## config.mk

```make
export PLATFORM = sky130hd
export DESIGN_NAME = bp_noc_link_pipe
export DESIGN_NICKNAME = d
export VERILOG_FILES = /design/src/rtl/bp_noc_link_pkg.sv /design/src/rtl/bp_noc_link_stage.sv /design/src/rtl/bp_noc_link_pipe.sv
export SDC_FILE = /design/constraint.sdc
export NUM_CORES = 2
export LEC_CHECK = 0
export CAP_MARGIN = 40
export CORE_MARGIN = 2
export CORE_UTILIZATION = 25
export DETAILED_ROUTE_END_ITERATION = 10
export RECOVER_POWER = 50
export SYNTH_ARGS = -nofsm -noshare
export SYNTH_HDL_FRONTEND = slang
export SYNTH_SLANG_ARGS = --single-unit
```

## constraint.sdc

```tcl
create_clock -name clk_i -period 5.23 [get_ports clk_i]
set_input_delay 0.7845 -clock clk_i [delete_from_list [all_inputs] [get_ports clk_i]]
set_output_delay 0.7845 -clock clk_i [all_outputs]
set_load 0.005 [all_outputs]
```

## src/rtl/bp_noc_link_pkg.sv

```systemverilog
// Shared definitions for the bp_noc link pipeline.
// A link is packed MSB to LSB as {v, data[width-1:0], ready_and_rev},
// matching bsg_ready_and_link_sif.
package bp_noc_link_pkg;

   // Direction index within a channel.
   localparam bit DirA2B = 1'b0;
   localparam bit DirB2A = 1'b1;

   // Bit position of ready_and_rev within a link.
   localparam int unsigned LinkReadyBit = 0;

   // Total packed link width for a given payload width.
   function automatic int unsigned link_width(input int unsigned width);
      return 2 + width;
   endfunction

   // Bit position of v within a link.
   function automatic int unsigned link_v_bit(input int unsigned width);
      return width + 1;
   endfunction

endpackage

```

## src/rtl/bp_noc_link_stage.sv

```systemverilog
// Two-entry elastic FIFO stage.
// Ports:
//   i_clk, i_rst_n     clock, async active-low reset
//   i_v, i_data        enqueue side valid/data
//   o_ready            not full (no lookahead on a same-edge dequeue)
//   o_v, o_data        head of queue
//   i_ready            downstream ready
//   o_empty            occupancy is zero
module bp_noc_link_stage #(
   parameter int unsigned width_p = 64
) (
   input  logic               i_clk,
   input  logic               i_rst_n,
   input  logic               i_v,
   input  logic [width_p-1:0] i_data,
   output logic               o_ready,
   output logic               o_v,
   output logic [width_p-1:0] o_data,
   input  logic               i_ready,
   output logic               o_empty
);

   logic [width_p-1:0] r_mem [2];
   logic               r_wr_ptr;
   logic               r_rd_ptr;
   logic [1:0]         r_count;
   logic               w_enq;
   logic               w_deq;

   assign o_ready = (r_count != 2'd2);
   assign o_v     = (r_count != 2'd0);
   assign o_empty = (r_count == 2'd0);
   assign o_data  = r_mem[r_rd_ptr];

   assign w_enq = i_v & o_ready;
   assign w_deq = o_v & i_ready;

   always_ff @(posedge i_clk or negedge i_rst_n) begin
      if (!i_rst_n) begin
         r_wr_ptr <= 1'b0;
         r_rd_ptr <= 1'b0;
         r_count  <= 2'd0;
      end else begin
         if (w_enq) r_wr_ptr <= ~r_wr_ptr;
         if (w_deq) r_rd_ptr <= ~r_rd_ptr;
         case ({w_enq, w_deq})
            2'b10:   r_count <= r_count + 2'd1;
            2'b01:   r_count <= r_count - 2'd1;
            default: r_count <= r_count;
         endcase
      end
   end

   // Payload storage needs no reset; occupancy alone defines validity.
   always_ff @(posedge i_clk) begin
      if (w_enq) r_mem[r_wr_ptr] <= i_data;
   end

endmodule

```

## src/rtl/bp_noc_link_pipe.sv

```systemverilog
// Multi-channel bidirectional ready/valid link pipeline with drain/quiesce
// and per-channel delivered-flit counters.
// Ports:
//   clk_i, reset_n_i          clock, async active-low reset
//   drain_i / drained_o       quiesce request / all stages empty under drain
//   side_A_links_i/_o         links from/to side A, {v, data, ready_and_rev}
//   side_B_links_i/_o         links from/to side B
//   a2b_count_o               flits delivered out of side B, per channel
//   b2a_count_o               flits delivered out of side A, per channel
module bp_noc_link_pipe
   import bp_noc_link_pkg::*;
#(
   parameter int unsigned width_p        = 64,
   parameter int unsigned num_channels_p = 5,
   parameter int unsigned num_stages_p   = 2,
   parameter int unsigned cnt_width_p    = 16
) (
   input  logic                                                clk_i,
   input  logic                                                reset_n_i,
   input  logic                                                drain_i,
   output logic                                                drained_o,
   input  logic [num_channels_p-1:0][link_width(width_p)-1:0] side_A_links_i,
   output logic [num_channels_p-1:0][link_width(width_p)-1:0] side_A_links_o,
   input  logic [num_channels_p-1:0][link_width(width_p)-1:0] side_B_links_i,
   output logic [num_channels_p-1:0][link_width(width_p)-1:0] side_B_links_o,
   output logic [num_channels_p-1:0][cnt_width_p-1:0]         a2b_count_o,
   output logic [num_channels_p-1:0][cnt_width_p-1:0]         b2a_count_o
);

   localparam int unsigned VBit = link_v_bit(width_p);
   localparam int unsigned NumEntries = num_channels_p * 2 * num_stages_p;

   if (num_stages_p < 1) begin : g_bad_stages
      $error("bp_noc_link_pipe: num_stages_p must be at least 1");
   end

   logic                   r_rst_done;
   logic                   w_ingress_open;
   logic [NumEntries-1:0]  w_stage_empty;
   logic                   w_eg_v    [num_channels_p][2];
   logic [width_p-1:0]     w_eg_data [num_channels_p][2];
   logic                   w_ing_rdy [num_channels_p][2];
   logic [cnt_width_p-1:0] w_cnt     [num_channels_p][2];

   always_ff @(posedge clk_i or negedge reset_n_i) begin
      if (!reset_n_i) r_rst_done <= 1'b0;
      else            r_rst_done <= 1'b1;
   end

   // Drain and the post-reset hold both close every ingress port at once.
   assign w_ingress_open = r_rst_done & ~drain_i;

   for (genvar c = 0; c < num_channels_p; c++) begin : g_chan
      for (genvar d = 0; d < 2; d++) begin : g_dir
         logic                   w_v    [num_stages_p+1];
         logic                   w_rdy  [num_stages_p+1];
         logic [width_p-1:0]     w_data [num_stages_p+1];
         logic                   w_in_v;
         logic [width_p-1:0]     w_in_data;
         logic                   w_out_rdy;
         logic [cnt_width_p-1:0] r_count;

         if (d == 0) begin : g_a2b
            assign w_in_v    = side_A_links_i[c][VBit];
            assign w_in_data = side_A_links_i[c][width_p:1];
            assign w_out_rdy = side_B_links_i[c][LinkReadyBit];
         end else begin : g_b2a
            assign w_in_v    = side_B_links_i[c][VBit];
            assign w_in_data = side_B_links_i[c][width_p:1];
            assign w_out_rdy = side_A_links_i[c][LinkReadyBit];
         end

         // Gating v as well as ready keeps the first stage from enqueueing
         // a flit the sender was told was not taken.
         assign w_v[0]             = w_in_v & w_ingress_open;
         assign w_data[0]          = w_in_data;
         assign w_rdy[num_stages_p] = w_out_rdy;

         for (genvar s = 0; s < num_stages_p; s++) begin : g_stage
            bp_noc_link_stage #(.width_p(width_p)) u_stage (
               .i_clk   (clk_i),
               .i_rst_n (reset_n_i),
               .i_v     (w_v[s]),
               .i_data  (w_data[s]),
               .o_ready (w_rdy[s]),
               .o_v     (w_v[s+1]),
               .o_data  (w_data[s+1]),
               .i_ready (w_rdy[s+1]),
               .o_empty (w_stage_empty[(c*2+d)*num_stages_p+s])
            );
         end

         always_ff @(posedge clk_i or negedge reset_n_i) begin
            if (!reset_n_i) r_count <= '0;
            else if (w_v[num_stages_p] & w_rdy[num_stages_p])
               r_count <= r_count + 1'b1;
         end

         assign w_eg_v[c][d]    = w_v[num_stages_p];
         assign w_eg_data[c][d] = w_data[num_stages_p];
         assign w_ing_rdy[c][d] = w_rdy[0] & w_ingress_open;
         assign w_cnt[c][d]     = r_count;
      end
   end

   always_comb begin
      for (int unsigned c = 0; c < num_channels_p; c++) begin
         side_A_links_o[c] = {w_eg_v[c][DirB2A], w_eg_data[c][DirB2A], w_ing_rdy[c][DirA2B]};
         side_B_links_o[c] = {w_eg_v[c][DirA2B], w_eg_data[c][DirA2B], w_ing_rdy[c][DirB2A]};
         a2b_count_o[c]    = w_cnt[c][DirA2B];
         b2a_count_o[c]    = w_cnt[c][DirB2A];
      end
   end

   assign drained_o = drain_i & r_rst_done & (&w_stage_empty);

endmodule

```

==> results.md <==
- Status: complete, but fails checks
- Failing checks: max-capacitance violations, max-slew violations
- Reg2reg path depth: 4
- Pwr Density: 616 nW/um2
- Largest net degree at the start of global routing: 76
- DR vias/cell: 4.23
- Layout cell share with drive strength beyond 1: 20.7%
- Ports: 1,484
- Die Wd: 645 um
- GP Congestion: 0.885
- Vias: 52,888
- First-pass GRT wire length: 435,000 um
- Post-synth EDFFs: 2,560
- Final Util: 33.0%
- CP Cell Sequence: clkdlybuf4s50_1 -> nand2b_1 -> clkbuf_1 -> a21oi_1 -> clkdlybuf4s50_1
- Initial DRT Pass Iterations: 5
- Pins Over Slew Limit: 966
- Xor and xnor fraction of the mapped netlist area: 2.13%
- Dpl cell area: 125,000 um2
- Synth area leaders: edfxtp_1, mux2_2, dfrtp_1, xnor2_1, xor2_1
- Hold Crit Depth: 1
- Worst path slowest cell: clkbuf_1
- Synthesis Warnings: 0
- Final WS setup: 0.474 ns
- VDD IR-drop max: 0.416 mV
- Initial DRC Count: 4,001
- Sequential area share after synthesis: 80.6%
- Root Buffer: clkbuf_16
- Die height: 645 um
- Slew margin rel.: -163%
- WS Path Type: input pin to output pin
- Least-Margin Pin Slew: 3.94 ns
- Final wirelength: 320,000 um
- PortBufs: 1,483
- Dpl hpwl: 239,000 um
- Hold Violations, Final: 0
- DRC Markers: 0
- Async S/R FF share, synth: 8.60%
- Register area: 82,900 um2
- Min-Delay Path Class: flop to flop
- Initial antenna violation count: 260
- Initial core utilization: 25.1%
- Worst Setup Start Kind: input pin
- Worst Path Max Fanout: 6
- Core region area: 410,000 um2
- RSZ-0062 raised after global routing: no
- Post-synthesis adder-cell area fraction: 0.365%
- Max clock buf depth: 4
- Post-CTS Resized: 0
- Crit path depth: 5
- Critical Path AT: 3.97 ns
- Fmax: 0.210 GHz
- Num CTS Buffers: 308
- Worst Setup End Kind: output pin
- Maximum Capacitance Violations: 26
- Cell seen most often among critical-path stages: clkdlybuf4s50_1
- Vias in the first global route: 54,271
- CTS tree: built
- Clk sinks: 2,801
- Synth Area per Inst: 20.7 um2
- Synthesized cell area: 103,000 um2
- Total track usage: 14.8%
- Count leader, synth: edfxtp_1
- Post-Synthesis Cells: 4,961
- Layout area overhead: 31.6%
- Clk_lat worst skew: 0.91 ns
- Syn nets: 5,654
- Final nets: 7,397
- Final TNS setup: 0 ns
- Design area: 135,000 um2
- Post-synthesis compound-gate area fraction: 0.252%
- Slowest stage delay, CP: 1.30 ns
- Post-synth top cells: edfxtp_1, mux2_2, dfrtp_1
- Yosys top cell by area: edfxtp_1
- Grt ovf: 0
- Ys flop type: edfxtp_1
- Final worst path period share: 90.9%
- # H-tree levels: 5
- CTS clk-pin slew, worst paths: 0.06 ns
- Footprint of the multi-input gates: 19,100 um2
- Power Total: 83,300 uW
- Unique masters post-synth: 39
- Mux contribution to synthesized area: 14.0%
- Final Skew: 0.0648 ns
- Final-layout fill cell count: 38,724
- CP required: 4.45 ns
- Pre-CTS WS: 1.12 ns
- Die area: 417,000 um2
- #FFs+latches synth: 2,801
- CP Buf/Inv Count: 3
- Top delay family on crit path: buffers and inverters
- Drt wl/cell: 25.6 um
- Area share of and/or/nand/nor cells after synthesis: 1.72%
- Final setup viols: 0
- Final ANT Viol Nets: 0
- Static leakage: 0.0452 uW
- Final min period: 4.76 ns
- Cell Rows: 235
- Synth top area share: 74.8%
- Main combinational cell family by area after synthesis: multiplexers
[routing by layer]
layer / up-vias / share of wire, % / global-route usage [%]
met5: - / 0.23 / 0
met4: 112 / 4.3 / 5.05
met3: 845 / 9.2 / 5.29
met2: 2128 / 50 / 26.0
met1: 26921 / 36 / 16.5
li1: 22882 / - / -
[worst register-to-register path, cell delays in order, from the launching register on]
cell and delay (ns):
dfrtp_1 0.53, o22ai_1 0.26, inv_1 0.14, and2_0 0.78
clkbuf_1 2.44
[cell usage in the layout (no fill, tap or decap), types with 13 or more instances in the layout]
cell type	synthesis	routed
bufinv_16	0	29
buf_4	10	48
clkinv_2	0	48
nor3_1	20	19
edfxtp_1	2560	2560
nand3_1	47	47
xor2_1	65	65
nor2_1	81	70
clkbuf_8	0	13
clkinv_1	1	45
dlygate4sd3_1	0	641
and3_1	26	20
nand4_1	37	38
buf_12	0	14
diode_2	0	85
xnor2_1	185	185
mux2_2	1281	869
nand2_1	90	90
inv_1	50	50
mux2_1	0	412
ha_1	30	30
dfrtp_1	241	230
clkdlybuf4s50_1	0	842
or2_2	14	13
clkbuf_1	62	99
clkbuf_16	0	311
[registers in the layout, indices dropped and copies added (netlist names)]
| register | cells |
|---|---|
| g_chan.g_dir.g_stage.u_stage.r_wr_ptr | 20 |
| g_chan.g_dir.r_count | 160 |
| g_chan.g_dir.g_stage.u_stage.r_count | 40 |
| g_chan.g_dir.g_stage.u_stage.r_mem | 2560 |
| g_chan.g_dir.g_stage.u_stage.r_rd_ptr | 20 |
| r_rst_done | 1 |
[final cells by class]
| cell class | instances | share of cell area [%] |
|---|---|---|
| sequential | 2801 | 61.3 |
| multi-input combinational | 1954 | 14.1 |
| timing repair buffer | 1588 | 11.8 |
| clock buffer | 396 | 6.08 |
| tap | 5451 | 5.04 |
| clock inverter | 165 | 1.41 |
| antenna | 85 | 0.157 |
| inverter | 51 | 0.141 |
[final timing paths]
| check | startpoint | end | slack, ns |
|---|---|---|---|
| max in group asynchronous | reset_n_i | g_chan[3].g_dir[0].g_stage[1].u_stage.r_rd_ptr | 1.11 |
| worst min-delay path | g_chan[2].g_dir[0].r_count[15] | g_chan[2].g_dir[0].r_count[15] | 0.47 |
| worst max register to register | g_chan[0].g_dir[1].g_stage[0].u_stage.r_count[0] | g_chan[0].g_dir[1].g_stage[1].u_stage.r_mem[1][60] | 0.54 |
| worst min register to register | g_chan[2].g_dir[0].r_count[15] | g_chan[2].g_dir[0].r_count[15] | 0.47 |
| worst max-delay path | drain_i | side_B_links_o[264] | 0.47 |
| min in group asynchronous | reset_n_i | g_chan[4].g_dir[1].r_count[0] | 1.27 |
[logic make-up (layout without fill, tap and decap cells)]
kind of cell	Yosys count	after routing
buffers and inverters	206	2200
and+or+nand+nor	354	354
other	1	86
muxes	1281	1281
DFF	2801	2801
xor gates and xnor gates	250	250
AOI/OAI and AO/OA	38	38
adders and majority gates	30	30
[where the power goes]
group / switching, uW / internal (uW)
registers: 2700 / 32700
clock network: 9070 / 12700
logic: 13500 / 12600
[metrics by stage]
stage / hold WS (ns) / cells
2_1_floorplan: 0.460 / 4961
3_3_place_gp: 0.459 / 11814
3_5_place_dp: 0.458 / 11844
4_1_cts: 0.313 / 12406
5_1_grt: 0.430 / 12436
6_report: 0.467 / 12491
[timing repair]
action	4_1_cts	5_1_grt
setup buffers	0	0
hold buffers	1	0
hold endpoints to repair	63	0
(Power assumes the default switching activity.)
